File: src/rtl/memory_sdp_param_pkg.sv
// Shared definitions for the simple-dual-port RAM: the init/ready FSM encoding
// and the byte-lane width used to split data words into write-enable lanes.
package memory_sdp_param_pkg;

  localparam int unsigned MEM_BYTE_W = 8;

  typedef enum logic [0:0] {
    MEM_FSM_INIT  = 1'b0,
    MEM_FSM_READY = 1'b1
  } mem_fsm_e;

endpackage

File: src/rtl/memory_sdp_param_init_sweep.sv
// Post-reset zero-fill sequencer: walks every address once, then parks in READY
// until the next reset.
module memory_init_sweep
  import memory_sdp_param_pkg::*;
#(
  parameter int unsigned ADDR_W  = 7,
  parameter bit          INIT_EN = 1'b1
) (
  input  logic              clk,
  input  logic              reset,
  output logic              sweep_vld,
  output logic [ADDR_W-1:0] sweep_addr,
  output logic              init_done
);

  localparam logic [ADDR_W-1:0] LAST_ADDR = '1;

  mem_fsm_e          state_q, state_d;
  logic [ADDR_W-1:0] cnt_q, cnt_d;

  always_ff @(posedge clk) begin
    if (reset) begin
      state_q <= INIT_EN ? MEM_FSM_INIT : MEM_FSM_READY;
      cnt_q   <= '0;
    end else begin
      state_q <= state_d;
      cnt_q   <= cnt_d;
    end
  end

  always_comb begin
    state_d   = state_q;
    cnt_d     = cnt_q;
    sweep_vld = 1'b0;
    case (state_q)
      MEM_FSM_INIT: begin
        sweep_vld = ~reset;
        cnt_d     = cnt_q + ADDR_W'(1);
        if (cnt_q == LAST_ADDR) state_d = MEM_FSM_READY;
      end
      MEM_FSM_READY: state_d = MEM_FSM_READY;
      default:       state_d = MEM_FSM_INIT;
    endcase
  end

  assign sweep_addr = cnt_q;
  // Masked by reset so the ports read as not-ready while reset is held,
  // even when the state register already sits in READY (no-sweep build).
  assign init_done  = (state_q == MEM_FSM_READY) & ~reset;

endmodule

File: src/rtl/memory_sdp_param.sv
// Simple-dual-port RAM with byte enables, request/valid reads, optional output
// register, write-first collision forwarding and post-reset zero fill.
module memory_sdp_param
  import memory_sdp_param_pkg::*;
#(
  parameter int unsigned WIDTH   = 32,
  parameter int unsigned ADDR_W  = 7,
  parameter int unsigned OUT_REG = 1,
  parameter int unsigned INIT_EN = 1
) (
  input  logic                      clk,
  input  logic                      reset,
  input  logic                      wr_vld,
  input  logic [ADDR_W-1:0]         wr_addr,
  input  logic [WIDTH-1:0]          wr_data,
  input  logic [WIDTH/MEM_BYTE_W-1:0] wr_be,
  input  logic                      rd_req,
  input  logic [ADDR_W-1:0]         rd_addr,
  output logic                      rd_vld,
  output logic [WIDTH-1:0]          rd_data,
  output logic                      init_done
);

  localparam int unsigned BE_W  = WIDTH / MEM_BYTE_W;
  localparam int unsigned DEPTH = 1 << ADDR_W;

  // Field widths follow the instance parameters, so the port bundles live here.
  typedef struct packed {
    logic              wr_vld;
    logic [ADDR_W-1:0] wr_addr;
    logic [BE_W-1:0]   wr_be;
  } mem_wr_t;

  typedef struct packed {
    logic              rd_req;
    logic [ADDR_W-1:0] rd_addr;
  } mem_rd_t;

  logic              sweep_vld;
  logic [ADDR_W-1:0] sweep_addr;

  memory_init_sweep #(
    .ADDR_W  (ADDR_W),
    .INIT_EN (INIT_EN != 0)
  ) u_sweep (
    .clk        (clk),
    .reset      (reset),
    .sweep_vld  (sweep_vld),
    .sweep_addr (sweep_addr),
    .init_done  (init_done)
  );

  mem_wr_t          wr_s;
  logic [WIDTH-1:0] wr_wdata;

  always_comb begin
    if (init_done) begin
      wr_s.wr_vld  = wr_vld;
      wr_s.wr_addr = wr_addr;
      wr_s.wr_be   = wr_be;
      wr_wdata     = wr_data;
    end else begin
      wr_s.wr_vld  = sweep_vld;
      wr_s.wr_addr = sweep_addr;
      wr_s.wr_be   = '1;
      wr_wdata     = '0;
    end
  end

  logic [WIDTH-1:0] mem_q [DEPTH];

  always_ff @(posedge clk) begin
    if (wr_s.wr_vld) begin
      for (int unsigned i = 0; i < BE_W; i++) begin
        if (wr_s.wr_be[i])
          mem_q[wr_s.wr_addr][MEM_BYTE_W*i +: MEM_BYTE_W] <= wr_wdata[MEM_BYTE_W*i +: MEM_BYTE_W];
      end
    end
  end

  mem_rd_t rd_s1_q, rd_s1_d;

  always_comb begin
    rd_s1_d.rd_req  = rd_req & init_done;
    rd_s1_d.rd_addr = rd_s1_d.rd_req ? rd_addr : rd_s1_q.rd_addr;
  end

  always_ff @(posedge clk) begin
    if (reset) rd_s1_q <= '0;
    else       rd_s1_q <= rd_s1_d;
  end

  // A write landing in the array-read cycle has not reached mem_q yet, so its
  // enabled byte lanes are substituted here to give write-first behaviour.
  logic [WIDTH-1:0] fwd_data;

  always_comb begin
    fwd_data = mem_q[rd_s1_q.rd_addr];
    if (wr_s.wr_vld && (wr_s.wr_addr == rd_s1_q.rd_addr)) begin
      for (int unsigned i = 0; i < BE_W; i++) begin
        if (wr_s.wr_be[i])
          fwd_data[MEM_BYTE_W*i +: MEM_BYTE_W] = wr_wdata[MEM_BYTE_W*i +: MEM_BYTE_W];
      end
    end
  end

  logic             s2_vld_q, s2_vld_d;
  logic [WIDTH-1:0] s2_data_q, s2_data_d;

  always_comb begin
    s2_vld_d  = rd_s1_q.rd_req;
    s2_data_d = rd_s1_q.rd_req ? fwd_data : s2_data_q;
  end

  always_ff @(posedge clk) begin
    if (reset) begin
      s2_vld_q  <= 1'b0;
      s2_data_q <= '0;
    end else begin
      s2_vld_q  <= s2_vld_d;
      s2_data_q <= s2_data_d;
    end
  end

  // Without the output register, S2 still serves as the hold register for
  // rd_data between valid pulses.
  generate
    if (OUT_REG != 0) begin : g_out_reg
      assign rd_vld  = s2_vld_q & ~reset;
      assign rd_data = s2_data_q;
    end else begin : g_out_comb
      assign rd_vld  = rd_s1_q.rd_req & ~reset;
      assign rd_data = (rd_s1_q.rd_req & ~reset) ? fwd_data : s2_data_q;
    end
  endgenerate

endmodule

File: config.mk
export PLATFORM = sky130hd
export DESIGN_NAME = memory_sdp_param
export DESIGN_NICKNAME = d
export VERILOG_FILES = /design/src/rtl/memory_sdp_param_pkg.sv /design/src/rtl/memory_sdp_param_init_sweep.sv /design/src/rtl/memory_sdp_param.sv
export SDC_FILE = /design/constraint.sdc
export NUM_CORES = 2
export LEC_CHECK = 0
export CAP_MARGIN = 20
export CORE_MARGIN = 3
export CORE_UTILIZATION = 60
export DETAILED_ROUTE_END_ITERATION = 16
export PLACE_DENSITY = 0.82
export SLEW_MARGIN = 5
export SYNTH_ARGS = -nofsm -noshare
export SYNTH_HDL_FRONTEND = slang
export SYNTH_SLANG_ARGS = --single-unit
File: constraint.sdc
create_clock -name clk -period 9.5 [get_ports clk]
set_input_delay 0.95 -clock clk [delete_from_list [all_inputs] [get_ports clk]]
set_output_delay 0.95 -clock clk [all_outputs]
set_load 0.01 [all_outputs]
[After elaboration in Yosys (flattened, before gate mapping)]
Memory sizes are Yosys's and may differ from the RTL's. A register that Yosys moved wholly into a read port is not among the register bits.
Index checks and enable logic that the tools add are counted.
Storage, ports and cells
  bits in registers: 49
  latch bits: 0
  bits in writable memories: 4096
  bits in read-only memories: 0
  output and inout bits: 34
  memories: 1
Operators by class
  $add $sub $neg: 1
  multiply operators: 0
  div/mod/pow operators: 0
  $lt $le $gt $ge: 0
  eq/ne operators: 2
  shift-type cells: 0
  muxes and demuxes: 24
  bitwise logic cells: 5
  reductions and logical operators: 1
Memories
  mem_q: words 128, width 32, rd ports 1, clocked after memory_dff 1, write ports 1, RTL line memory_sdp_param.sv:70  | logic [WIDTH-1:0] mem_q [DEPTH];
Operators by type and width (count)
  $mux W32: 2
  $mux W8: 4
  $mux W1: 14
  $mux W7: 2
  $mux W12: 1
  $add A7 B1 Y7 const B: 1
  $eq A7 B7 Y1: 1
  $eq A7 B7 Y1 const B: 1
  $and A1 B1 Y1: 3
  $not A1 Y1: 2
  $pmux W1 S2: 1
  $logic_and A1 B1 Y1: 1

[Logic depth before layout (Yosys ltp)]
  depth in word-level cells: 6
  depth in mapped cells: 13
  gate-level depth less buffers: 8

[Modules after synthesis]
From an unflattened synthesis, not the netlist that was laid out.
Second synthesis, totals
  cells, all modules: 8508
  area, all modules: 163340.4 µm²
Modules (own cells, without submodules)
  memory_sdp_param: instances 1, cells each 8471, area each 162976.3 µm², seq. area each 123958.9 µm²
  memory_init_sweep: instances 1, cells each 37, area each 364.1 µm², seq. area each 160.2 µm²

[Least setup slack after synthesis]
Ideal clock, no wire load.
  path kind: input -> register
  start: input reset
  end: memory mem_q[0][23], data pin
  data arrival time: 3765 ps
  slack: 5198 ps
  stages: 7
  buffers on the path: 4
  cell sequence: buf_4 > nand2b_1 > buf_6 > inv_4 > clkbuf_1 > clkbuf_1 > and2_1
On the way
  cells in the longest elaborated chain, start to end: 3
RTL lines
  start, declared: RTL line memory_sdp_param.sv:12  | input logic reset,
  $not A1 Y1: RTL line memory_sdp_param_init_sweep.sv:49  | assign init_done = (state_q == MEM_FSM_READY) & ~reset;
  $and A1 B1 Y1: RTL line memory_sdp_param_init_sweep.sv:49
  net init_done: RTL line memory_sdp_param.sv:21  | output logic init_done
  $mux W32: RTL line memory_sdp_param.sv:57  | if (init_done) begin
  net wr_wdata[23]: RTL line memory_sdp_param.sv:54  | logic [WIDTH-1:0] wr_wdata;
  end, declared: RTL line memory_sdp_param.sv:70
The timed path passes the listed nets, and every way through them passes these cells.

[Final worst setup path]
  start: register u_sweep.state_q
  end: memory mem_q[12][16] (enable)
On the way
  cells in the longest elaborated chain, start to end: 5
RTL lines
  start, declared: RTL line memory_sdp_param_init_sweep.sv:18  | mem_fsm_e state_q, state_d;
  start signal, assigned: RTL line memory_sdp_param_init_sweep.sv:23  | state_q <= INIT_EN ? MEM_FSM_INIT : MEM_FSM_READY;
  start signal, assigned: RTL line memory_sdp_param_init_sweep.sv:26  | state_q <= state_d;
  $and A1 B1 Y1: RTL line memory_sdp_param_init_sweep.sv:49
  $mux W12 (*): RTL line memory_sdp_param.sv:57
  $mux W1: RTL line memory_sdp_param.sv:75  | if (wr_s.wr_be[i])
  $mux W1: RTL line memory_sdp_param.sv:73  | if (wr_s.wr_vld) begin
  $mux W1 (not written as such): RTL line memory_sdp_param.sv:76  | mem_q[wr_s.wr_addr][MEM_BYTE_W*i +: MEM_BYTE_W] <= wr_wdata[MEM_BYTE_W*i +: MEM_BYTE_W];
Every way passes the cells marked *; elsewhere a longest branch is shown, timed or not.

==> flow_summary.json <==
{
  "total_power_mw": 36.0,
  "timing.final.ws_setup_ps": 3960,
  "area_delta_synth_final_pct": 10.7,
  "placed_cell_area_um2": 167000,
  "nets": 8808,
  "finClkSkew_ps": 63.3,
  "synthCells": 8700,
  "netlist_area_um2": 163000,
  "ys_ff_latch": 4152,
  "place_inst": 11900,
  "ant_nets": 0,
  "grt_max_degree": 189,
  "clk_latency_ps": 930,
  "final_util_pct": 67.1,
  "drt_first_pass_iters": 10,
  "p_per_area_nw_per_um2": 200,
  "tightest_slew_ps": 1280,
  "cp_max_fo": 55,
  "clkSlewWorstSetupHoldPaths_ps": 60,
  "drc": 0,
  "synth_nets": 8755,
  "cts_hold_buf": 0,
  "avgSynthCellArea_um2": 18.8,
  "rows": 190,
  "synthArstFlopShare_pct": 0,
  "grt_pass1_wl_um": 635000,
  "worstSetupPathType": "flip-flop to flip-flop",
  "finalSetupViolCount": 0,
  "grtUsageTotal_pct": 31.3,
  "required_ps": 10020,
  "arrival_ps": 6050,
  "synthFlopType": "edfxtp_1",
  "dieWidth_um": 528,
  "fmax_mhz": 181,
  "slew_headroom_pct": 14.8,
  "gr-total-overflow": 0,
  "hpwl_um": 252000,
  "dp_slack_ps": 3670,
  "cts_buffer_depth": 4,
  "vias": 91300,
  "seq_area_frac_synth_pct": 76.0,
  "numCtsBuffers": 389,
  "antenna_found_initial": 32,
  "fp.dieH_um": 528,
  "timing_hold_violations_final": 0,
  "cts_tree": "yes",
  "r2r_start": "u_sweep.state_q$_SDFF_PP0_",
  "routabilityCongestion": 0.952,
  "hold_class": "flip-flop to flip-flop",
  "max-cap-violations": 0,
  "timing.final.max_slew_violations": 0,
  "port_buffers": 87,
  "routed_wirelength_um": 441000,
  "vias_per_cell": 7.22,
  "hold_start": "rd_s1_q[4]$_SDFFE_PP0P_",
  "power_leakage_nw": 58.6,
  "ir_worst_vdd_v": 0.000159,
  "crit_start": "u_sweep.state_q$_SDFF_PP0_",
  "drive_gt1_share_pct": 14.8,
  "rsz0062_at_grt": "false",
  "stdcell_area_um2": 181000,
  "grt_pass1_vias": 89300,
  "min_period_ps": 5540,
  "synth_cell_types": 75,
  "worstSetupEndpointType": "flip-flop",
  "htreeDepth": 5,
  "cts_resized": 0,
  "min_period_over_period_pct": 58.3,
  "wl_per_cell_um": 34.8,
  "cts_setup_buffers": 0,
  "dieArea_um2": 278000,
  "io_pins": 88,
  "fin_cells": 12600,
  "core_area_um2": 269000,
  "synth_edf_count": 4096,
  "clock-root-buffer": "clkbuf_16",
  "worstSetupStartpointType": "flip-flop",
  "final.setup.tns_ps": 0,
  "cts_num_sinks": 4152,
  "start_util_pct": 60.6,
  "first_iter_violations": 16200,
  "status": "complete, no violations",
  "whs_ps": 551,
  "synth_warnings": 0
}
[worst paths after layout]
kind,depth (start not counted),endpoint,slack [ps]
hold / removal,2,flip-flop,550
setup reg to reg,6,mem_q[12][16]$_DFFE_PP_,3960
setup / recovery,6,mem_q[12][16]$_DFFE_PP_,3960
hold reg to reg,2,flip-flop,550
[metal layers]
| layer | global-route usage, % | up-vias | wire [um] |
|---|---|---|---|
| met1 | 42.3 | 45600 | 149000 |
| li1 | - | 35800 | - |
| met3 | 9.45 | 1428 | 65000 |
| met2 | 46.8 | 8379 | 201000 |
| met5 | 0 | - | 73 |
| met4 | 15.6 | 12 | 25200 |
[flip-flops by register name, indices dropped and copies added, names as in the netlist, named ones only]
signal,flops
u_sweep.state_q,1
mem_q,4096
u_sweep.sweep_addr,7
rd_data,32
s2_vld_d,1
rd_s1_q,7
s2_vld_q,1
[synthesized netlist by cell type (6+ instances only)]
| cell type | instances | share of area [%] |
|---|---|---|
| a211o_1 | 28 | 0.15 |
| a211oi_1 | 46 | 0.21 |
| a21oi_1 | 189 | 0.58 |
| a221o_1 | 119 | 0.73 |
| a221oi_1 | 359 | 1.9 |
| a22o_1 | 7 | 0.038 |
| a22oi_1 | 9 | 0.041 |
| a311o_1 | 7 | 0.043 |
| a311oi_1 | 17 | 0.091 |
| a31oi_1 | 14 | 0.054 |
| a41oi_1 | 8 | 0.043 |
| and2_1 | 19 | 0.073 |
| buf_1 | 27 | 0.062 |
| buf_2 | 99 | 0.30 |
| buf_4 | 90 | 0.41 |
| clkbuf_1 | 355 | 0.82 |
| dfxtp_1 | 56 | 0.69 |
| edfxtp_1 | 4096 | 75 |
| inv_1 | 31 | 0.071 |
| mux2_2 | 13 | 0.090 |
| mux2i_1 | 996 | 6.1 |
| mux4_2 | 521 | 7.2 |
| nand2_1 | 189 | 0.43 |
| nand2b_1 | 81 | 0.31 |
| nand3_1 | 12 | 0.037 |
| nand4_1 | 10 | 0.038 |
| nor2_1 | 639 | 1.5 |
| nor2b_1 | 11 | 0.042 |
| nor3_1 | 159 | 0.49 |
| nor4_1 | 15 | 0.057 |
| o211ai_1 | 11 | 0.051 |
| o21ai_0 | 166 | 0.51 |
| o21bai_1 | 15 | 0.069 |
| o221a_2 | 7 | 0.048 |
| o221ai_1 | 6 | 0.032 |
| o22ai_1 | 35 | 0.13 |
| o311ai_0 | 17 | 0.091 |
| o31ai_1 | 70 | 0.32 |
| o32a_1 | 23 | 0.14 |
| o32ai_1 | 22 | 0.12 |
| or2_2 | 11 | 0.042 |
| or3_1 | 18 | 0.069 |
[logic make-up (layout without fill, tap and decap cells)]
kind of cell | count (synthesis) | in the layout | share of synthesized area, %
AO/OA/AOI/OAI | 1212 | 1212 | 5.63
XOR/XNOR | 9 | 9 | 0.0483
adder cells (fa/ha/maj) | 1 | 1 | 0.00766
buffers and inverters | 609 | 971 | 1.70
flip-flops | 4152 | 4152 | 76.0
multiplexers | 1531 | 1531 | 13.4
other | 0 | 33 | 0
AND/OR/NAND/NOR | 1186 | 1186 | 3.16
[critical path, stage by stage, from the launching register on]
cell and delay, ps:
dfxtp_1 890, nand2b_1 590, inv_4 800, mux2i_4 540
nand2_4 720, buf_4 710, nor2_1 770
[layout make-up]
class | instances | area [um2]
Clock buffer | 465 | 10200
Sequential cell | 4152 | 124000
Timing Repair Buffer | 237 | 2370
Inverter | 34 | 179
Tap cell | 3552 | 4440
Multi-Input combinational cell | 3939 | 36500
Antenna cell | 33 | 82.6
Clock inverter | 235 | 2700
Fill cell | 15800 | 88700
[placed cells by master (no fill, tap or decap), types with 70 or more instances in the layout]
cell	count
o31ai_1	70
clkbuf_16	398
o21ai_0	166
buf_4	122
a221oi_1	359
nand2b_1	81
clkdlybuf4s50_1	86
clkinv_2	76
nand2_1	181
a221o_1	119
clkinv_1	73
mux4_2	521
nor2_1	629
mux2i_1	996
nor3_1	159
a21oi_1	185
edfxtp_1	4096
[power breakdown]
group          switching (mW)  internal [mW]
clock                    6.79           9.11
sequential             0.0108           19.8
combinational           0.248         0.0603
total                    7.04           29.0
Note: power is estimated with default switching activity, not from simulation.
